File: config.mk
export PLATFORM = sky130hd
export DESIGN_NAME = mem_dma
export DESIGN_NICKNAME = d
export VERILOG_FILES = /design/src/rtl/mem_dma.sv
export SDC_FILE = /design/constraint.sdc
export NUM_CORES = 1
export LEC_CHECK = 0
export BUFFER_PORTS_ARGS = -buffer_cell sky130_fd_sc_hd__clkbuf_2
export CAP_MARGIN = 20
export CORE_ASPECT_RATIO = 1.75
export CORE_MARGIN = 5
export CORE_UTILIZATION = 50
export CTS_CLUSTER_SIZE = 28
export DETAILED_ROUTE_END_ITERATION = 7
export PLACE_DENSITY = 0.76
export SLEW_MARGIN = 20
export SYNTH_ARGS = -nofsm -noshare
export SYNTH_HDL_FRONTEND = slang
export SYNTH_SLANG_ARGS = --single-unit
export TNS_END_PERCENT = 1
File: constraint.sdc
create_clock -name clk -period 4.56 [get_ports clk]
set_input_delay 1.368 -clock clk [delete_from_list [all_inputs] [get_ports clk]]
set_output_delay 1.368 -clock clk [all_outputs]
set_load 0.02 [all_outputs]
File: src/rtl/mem_dma.sv
`default_nettype none
// ============================================================================
// Module   : mem_dma
// Brief    : Byte block-transfer engine (copy / fill) on the data-memory port.
// Revision : 1.0 - initial release
// ============================================================================
module mem_dma #(
  parameter int ADDR_W = 8,
  parameter int DATA_W = 8
) (
  input  logic              clk,
  input  logic              rst_n,
  input  logic              start,
  input  logic              mode,
  input  logic [ADDR_W-1:0] src_addr,
  input  logic [ADDR_W-1:0] dst_addr,
  input  logic [ADDR_W-1:0] len,
  input  logic [DATA_W-1:0] fill_value,
  output logic              busy,
  output logic              done,
  output logic [ADDR_W-1:0] address,
  output logic              writeEn,
  output logic [DATA_W-1:0] write_data,
  input  logic [DATA_W-1:0] read_data
);

  typedef enum logic [1:0] {
    IDLE  = 2'd0,
    READ  = 2'd1,
    WRITE = 2'd2,
    DONE  = 2'd3
  } state_t;

  state_t            state_q, state_d;
  logic [ADDR_W-1:0] idx_q, idx_d;
  logic [DATA_W-1:0] buf_q, buf_d;
  logic              mode_q, mode_d;
  logic [ADDR_W-1:0] src_q, src_d;
  logic [ADDR_W-1:0] dst_q, dst_d;
  logic [ADDR_W-1:0] len_q, len_d;
  logic [DATA_W-1:0] fill_q, fill_d;
  logic              busy_q, busy_d;
  logic              done_q, done_d;
  logic [ADDR_W-1:0] address_q, address_d;
  logic              write_en_q, write_en_d;
  logic [DATA_W-1:0] write_data_q, write_data_d;
  logic [ADDR_W-1:0] last_idx;

  // len of zero wraps to all-ones here, giving a full 2^ADDR_W transfer
  assign last_idx = len_q - ADDR_W'(1);

  always_comb begin
    state_d = state_q;
    idx_d   = idx_q;
    buf_d   = buf_q;
    mode_d  = mode_q;
    src_d   = src_q;
    dst_d   = dst_q;
    len_d   = len_q;
    fill_d  = fill_q;
    case (state_q)
      IDLE: begin
        if (start) begin
          mode_d  = mode;
          src_d   = src_addr;
          dst_d   = dst_addr;
          len_d   = len;
          fill_d  = fill_value;
          idx_d   = '0;
          state_d = mode ? WRITE : READ;
        end
      end
      READ: begin
        buf_d   = read_data;
        state_d = WRITE;
      end
      WRITE: begin
        if (idx_q == last_idx) begin
          state_d = DONE;
        end else begin
          idx_d   = idx_q + ADDR_W'(1);
          state_d = mode_q ? WRITE : READ;
        end
      end
      default: state_d = IDLE;
    endcase

    // Port outputs are decoded from the next state so they register alongside it
    busy_d       = (state_d == READ) || (state_d == WRITE);
    done_d       = (state_d == DONE);
    write_en_d   = 1'b1;
    address_d    = '0;
    write_data_d = '0;
    case (state_d)
      READ: address_d = src_d + idx_d;
      WRITE: begin
        address_d    = dst_d + idx_d;
        write_en_d   = 1'b0;
        write_data_d = mode_d ? fill_d : buf_d;
      end
      default: ;
    endcase
  end

  always_ff @(posedge clk or negedge rst_n) begin
    if (!rst_n) begin
      state_q      <= IDLE;
      idx_q        <= '0;
      buf_q        <= '0;
      mode_q       <= 1'b0;
      src_q        <= '0;
      dst_q        <= '0;
      len_q        <= '0;
      fill_q       <= '0;
      busy_q       <= 1'b0;
      done_q       <= 1'b0;
      address_q    <= '0;
      write_en_q   <= 1'b1;
      write_data_q <= '0;
    end else begin
      state_q      <= state_d;
      idx_q        <= idx_d;
      buf_q        <= buf_d;
      mode_q       <= mode_d;
      src_q        <= src_d;
      dst_q        <= dst_d;
      len_q        <= len_d;
      fill_q       <= fill_d;
      busy_q       <= busy_d;
      done_q       <= done_d;
      address_q    <= address_d;
      write_en_q   <= write_en_d;
      write_data_q <= write_data_d;
    end
  end

  assign busy       = busy_q;
  assign done       = done_q;
  assign address    = address_q;
  assign writeEn    = write_en_q;
  assign write_data = write_data_q;

endmodule
`default_nettype wire
Word level (Yosys, flattened, before mapping)
Cells that the tools add are included. Widths: inputs -> output; s select.

$add $sub $neg: 4. Eq/ne operators: 6. Muxes and demuxes: 21. Reductions and logical operators: 3.

Operator list (number): $mux 8 (11); $pmux 8 s2 (2); $add 8x8->8 (2); $add 8x1->8 const B (1); $eq 8x8->1 (1); $mux 2 (4); $sub 8x1->8 const B (1); $eq 2x2->1 const B (3); $pmux 2 s3 (1); $eq 2x1->1 const B (2); $mux 1 (3); $logic_not 2->1 (1); $reduce_and 2->1 (1); $logic_or 1x1->1 (1).

Register bits: 70. Output and inout port bits: 19.

Depth between registers and ports, before layout
Depth after elaboration: 6. Mapped depth: 24. Mapped depth without buffers: 21.

Worst setup path before layout
Ideal clock, no wire load.

Kind: input-to-reg. Start: input port start. End: register address_q[6] (netlist: address[6]). Setup time: 0.131 ns. Data arrival time: 4.661 ns. Slack: -0.232 ns. Cell stages on the path: 17. Buffers on the path: 3. Path through: nor3b_2 > clkbuf_1 > a221o_1 > ha_1 > clkbuf_1 > clkinv_1 > clkbuf_1 > nor2_1 > nor2_1 > ha_1 > fa_1 > a21o_1 > a21o_1 > a21o_1 > a21oi_1 > xor2_1 > nor2_1.

Longest elaborated chain between the ends: 4.

Ends and longest elaborated chain: start, declared (line 13) `input logic start,`; $mux 2 * (line 63) `if (start) begin`; $pmux 2 s3 * (line 61) `case (state_q)`; net state_d[1] (line 34) `state_t state_q, state_d;`; $eq 2x2->1 or $eq 2x1->1 (tied branches) (line 94) `case (state_d)`; $pmux 8 s2 * (line 94); net address_d[6] (line 44) `logic [ADDR_W-1:0] address_q, address_d;`; end signal, assigned (line 131) `address_q <= address_d;`; end, declared (line 44).

The timed path passes the listed nets; every way through them passes the cells marked *. A chain may end at the register's enable or synchronous reset.

Worst setup path in the final report
Start: register len_q[0]. End: register address_q[7] (netlist: address[7]).

Longest elaborated chain between the ends: 6.

Ends and longest elaborated chain: start, declared (line 40) `logic [ADDR_W-1:0] len_q, len_d;`; start signal, assigned (line 127) `len_q <= len_d;`; $sub 8x1->8 * (line 50) `assign last_idx = len_q - ADDR_W'(1);`; $eq 8x8->1 * (line 78) `if (idx_q == last_idx) begin`; $mux 2 * (line 78); $pmux 2 s3 * (line 61); net state_d[1] (line 34); $eq 2x2->1 or $eq 2x1->1 (tied branches) (line 94); $pmux 8 s2 * (line 94); net address_d[7] (line 44).

Marks and branches as above.

==> results.toml <==
[yosys]
synth_cell_types = 47
syn-instance-count = 353
syn_nets = 409
synth_ff_type = "dfrtp_1"
synth_area_um2 = 3340
synth_edf_count = 0
synth_warnings = 0
async_reset_ff_frac = 1.00
synth_seq_cells = 70
seq_area_frac_synth = 0.524
syn_area_per_cell_um2 = 9.47

[clock_tree]
cts_buffer_depth = 2
cts_root_buffer = "clkbuf_16"
cts_tree = "done"
htree_levels = 3
clkTransAtPathRegs_ps = 50
numCtsBuffers = 9
clk_latency_ps = 330
clock_sinks = 70
cts_hold_buf = 0

[power_and_ir_drop]
pwr-share-seq = 0.312
power.density_nw_per_um2 = 793
p_int_mw = 2.00
power_frac_comb = 0.464
power.share.clock = 0.224
power.leakage_nw = 2.12
ir_worst_vdd_mv = 0.379
power_switching_mw = 1.27
swShare = 0.388

[global_routing]
grt_use_total = 0.198
antenna_found_initial = 0
grt-ovfl-total = 0
grt_first_pass_wirelength_um = 12900
grt_pass1_vias = 2805
grt_start_max_net_pins = 71

[hold_path]
hold_path_depth = 2
min-delay-start = "src_q[1]$_DFF_PN0_"
hp-class = "flip-flop to flip-flop"

[job]
maxCapViolCount = 0

[detailed_routing]
vias = 2657
vias_per_cell = 5.22
drt_iter0_drc = 150
dr.pass1.iters = 6
drt-total-wl_um = 7660
wl_per_cell_um = 15.0
route.detailed.drc = 0
drtAntennaViolNets = 0

[floorplanning]
io_pins = 63
die-width_um = 71.8
initial_core_util = 0.511
num_rows = 39
die_y_um = 118
die_area_um2 = 8490
coreArea_um2 = 6540

[worst_setup_path]
reg2reg_slack_ps = 240
critical_path_class = "flip-flop to flip-flop"
critPathBufInv = 2
path_depth = 19
crit_start = "len_q[0]$_DFFE_PN0P_"
cp-start-kind = "flip-flop"
cp_cell_sequence = "inv_1, ha_1, or3b_4, o31a_1, o2111ai_1, a311o_1, nand2b_1, a221o_1, ha_4, clkinv_2, nor2_1, nor2_2, ha_1, a21oi_2, o211ai_1, o41ai_2, xor2_1, mux4_2, o31ai_1"
cp_max_fo = 9
reg2reg_depth = 19
endpoint_kind = "flip-flop"
r2r-start = "len_q[0]$_DFFE_PN0P_"
crit_slowest_cell = "dfrtp_1"
endpoint = "address[7]$_DFF_PN0_"
r2r-end = "address[7]$_DFF_PN0_"
worstPathArrival_ps = 4560
crit_top_cell = "ha_1"
slowest_delay_ps = 420
crit_family = "compound AO/OA/AOI/OAI gates"
cp_data_required_time_ps = 4800

[placed_design]
gp_congestion = 0.861
placed_area_um2 = 3760
hpwl_um = 5570
dp_slack_ps = 20.3
dp.cells = 492
portBuffers = 62

[sta]
worst_slew_pin_slew_ps = 869
max_freq_mhz = 231
timing.slew.headroom = 0.421
post-route-period-util = 0.948
setup_violations = 0
fin_crit_ps = 4320
whs_ps = 476
finalHoldViolCount = 0
skew_ps = 2.57
fin_ws_ps = 239
drv_slew = 0

[run_status]
status = "finished, final reports clean"

[finish]
fin_nets = 478
antennaDiodeCount = 0
syn_to_final_growth_pct = 23.3
stdcell_count = 509
layout-drive-gt1-share = 0.255
fin_util = 0.631
final_cell_area_um2 = 4120
==> cell type report <==
class,instances,area (um2)
Inverter,11,42.5
Tap cell,82,103
Timing Repair Buffer,70,370
Sequential cell,70,1750
Clock buffer,14,284
Multi-Input combinational cell,260,1530
Clock inverter,2,37.5
Fill cell,592,2420
==> layout by cell type, fill, tap and decap left out, types with 2 or more instances in the layout <==
| cell | netlist | routed |
|---|---|---|
| nor3_1 | 12 | 12 |
| nor2b_1 | 4 | 4 |
| clkbuf_16 | 0 | 9 |
| buf_4 | 0 | 8 |
| nor2_1 | 56 | 55 |
| mux2_2 | 10 | 10 |
| dfrtp_1 | 69 | 69 |
| xor2_1 | 10 | 10 |
| clkbuf_2 | 0 | 61 |
| inv_1 | 9 | 9 |
| nand2b_1 | 2 | 2 |
| o211ai_1 | 2 | 2 |
| ha_1 | 11 | 10 |
| mux2i_1 | 4 | 4 |
| clkbuf_8 | 0 | 4 |
| nand4_1 | 3 | 3 |
| o21ai_0 | 8 | 8 |
| nand2_1 | 91 | 91 |
| and3_1 | 3 | 3 |
| a21o_1 | 5 | 5 |
| or2_2 | 2 | 2 |
| xnor2_1 | 7 | 7 |
| nand3_1 | 6 | 6 |
==> worst min-delay path: stages, from the launching register on <==
cell	delay [ps]
dfrtp_1	320
nand2_1	40
nand2_1	80
==> registers in the layout, indices dropped and copies added, names as in the netlist <==
name,count
address,8
buf_q,8
busy,1
done,1
dst_q,8
fill_q,8
idx_q,8
len_q,8
mode_q,1
src_q,8
state_q,2
writeEn,1
write_data,8
==> synth_stat cells, types with 2 or more instances <==
cell type   n  area (um2)
nand2_1    91         342
xor2_1     10        87.6
nor2b_1     4        25.0
nand4_1     3        18.8
clkbuf_1   10        37.5
xnor2_1     7        61.3
and3_1      3        18.8
mux2_2     10         113
nand3_1     6        30.0
clkinv_1    2        7.51
dfrtp_1    69        1730
inv_1       9        33.8
nor2_1     56         210
o211ai_1    2        15.0
a21o_1      5        37.5
nor3_1     12        60.1
a21oi_1     2        10.0
or2_2       2        12.5
o21ai_0     8        40.0
mux2i_1     4        40.0
nand2b_1    2        12.5
ha_1       11         138
==> power groups by stage <==
stage	Combinational [mW]	Clock (mW)	Sequential, mW
finish	1.52	0.733	1.02
global route	1.71	0.771	1.05
CTS	1.48	0.743	1.02
detailed placement	1.46	0	1.03
global placement	1.42	0	1.01
floorplan	1.01	0	1.06
==> through the flow <==
| step | power (mW) | setup TNS, ps |
|---|---|---|
| 2_1_floorplan | 2.07 | 0 |
| 3_3_place_gp | 2.43 | 0 |
| 3_5_place_dp | 2.49 | 0 |
| 4_1_cts | 3.24 | 0 |
| 5_1_grt | 3.53 | -108 |
| 6_report | 3.27 | 0 |
==> kinds of logic after synthesis <==
logic type / count (synthesis) / share of synthesized area
compound gates: 29 / 0.0610
xor+xnor: 17 / 0.0445
fa+ha+maj: 12 / 0.0471
buf+inv: 23 / 0.0281
flops: 70 / 0.524
mux: 15 / 0.0524
simple gates: 187 / 0.243
==> worst min path at each step <==
stage | end | slack, ps
after floorplan | fill_q[0]$_DFF_PN0_ | 440
after global placement | fill_q[4]$_DFF_PN0_ | 460
after detailed placement | src_q[1]$_DFF_PN0_ | 460
after CTS | src_q[1]$_DFF_PN0_ | 470
after global routing | src_q[1]$_DFF_PN0_ | 500
final | src_q[1]$_DFF_PN0_ | 480
==> routing by layer <==
metal / global-route usage / vias to the layer above / wire length [um] / part of all wire
li1: - / 1304 / - / -
met2: 0.343 / 60 / 4170 / 0.54
met5: 0 / - / 0 / 0
met1: 0.218 / 1275 / 2950 / 0.39
met3: 0.0527 / 18 / 324 / 0.042
met4: 0.0976 / 0 / 211 / 0.028
==> repair_timing <==
item	CTS	global route
endpoints found under the setup margin	1	2
pin swaps	0	2
buffers inserted	0	1
gates resized for setup	1	5
(Power assumes the default switching activity.)
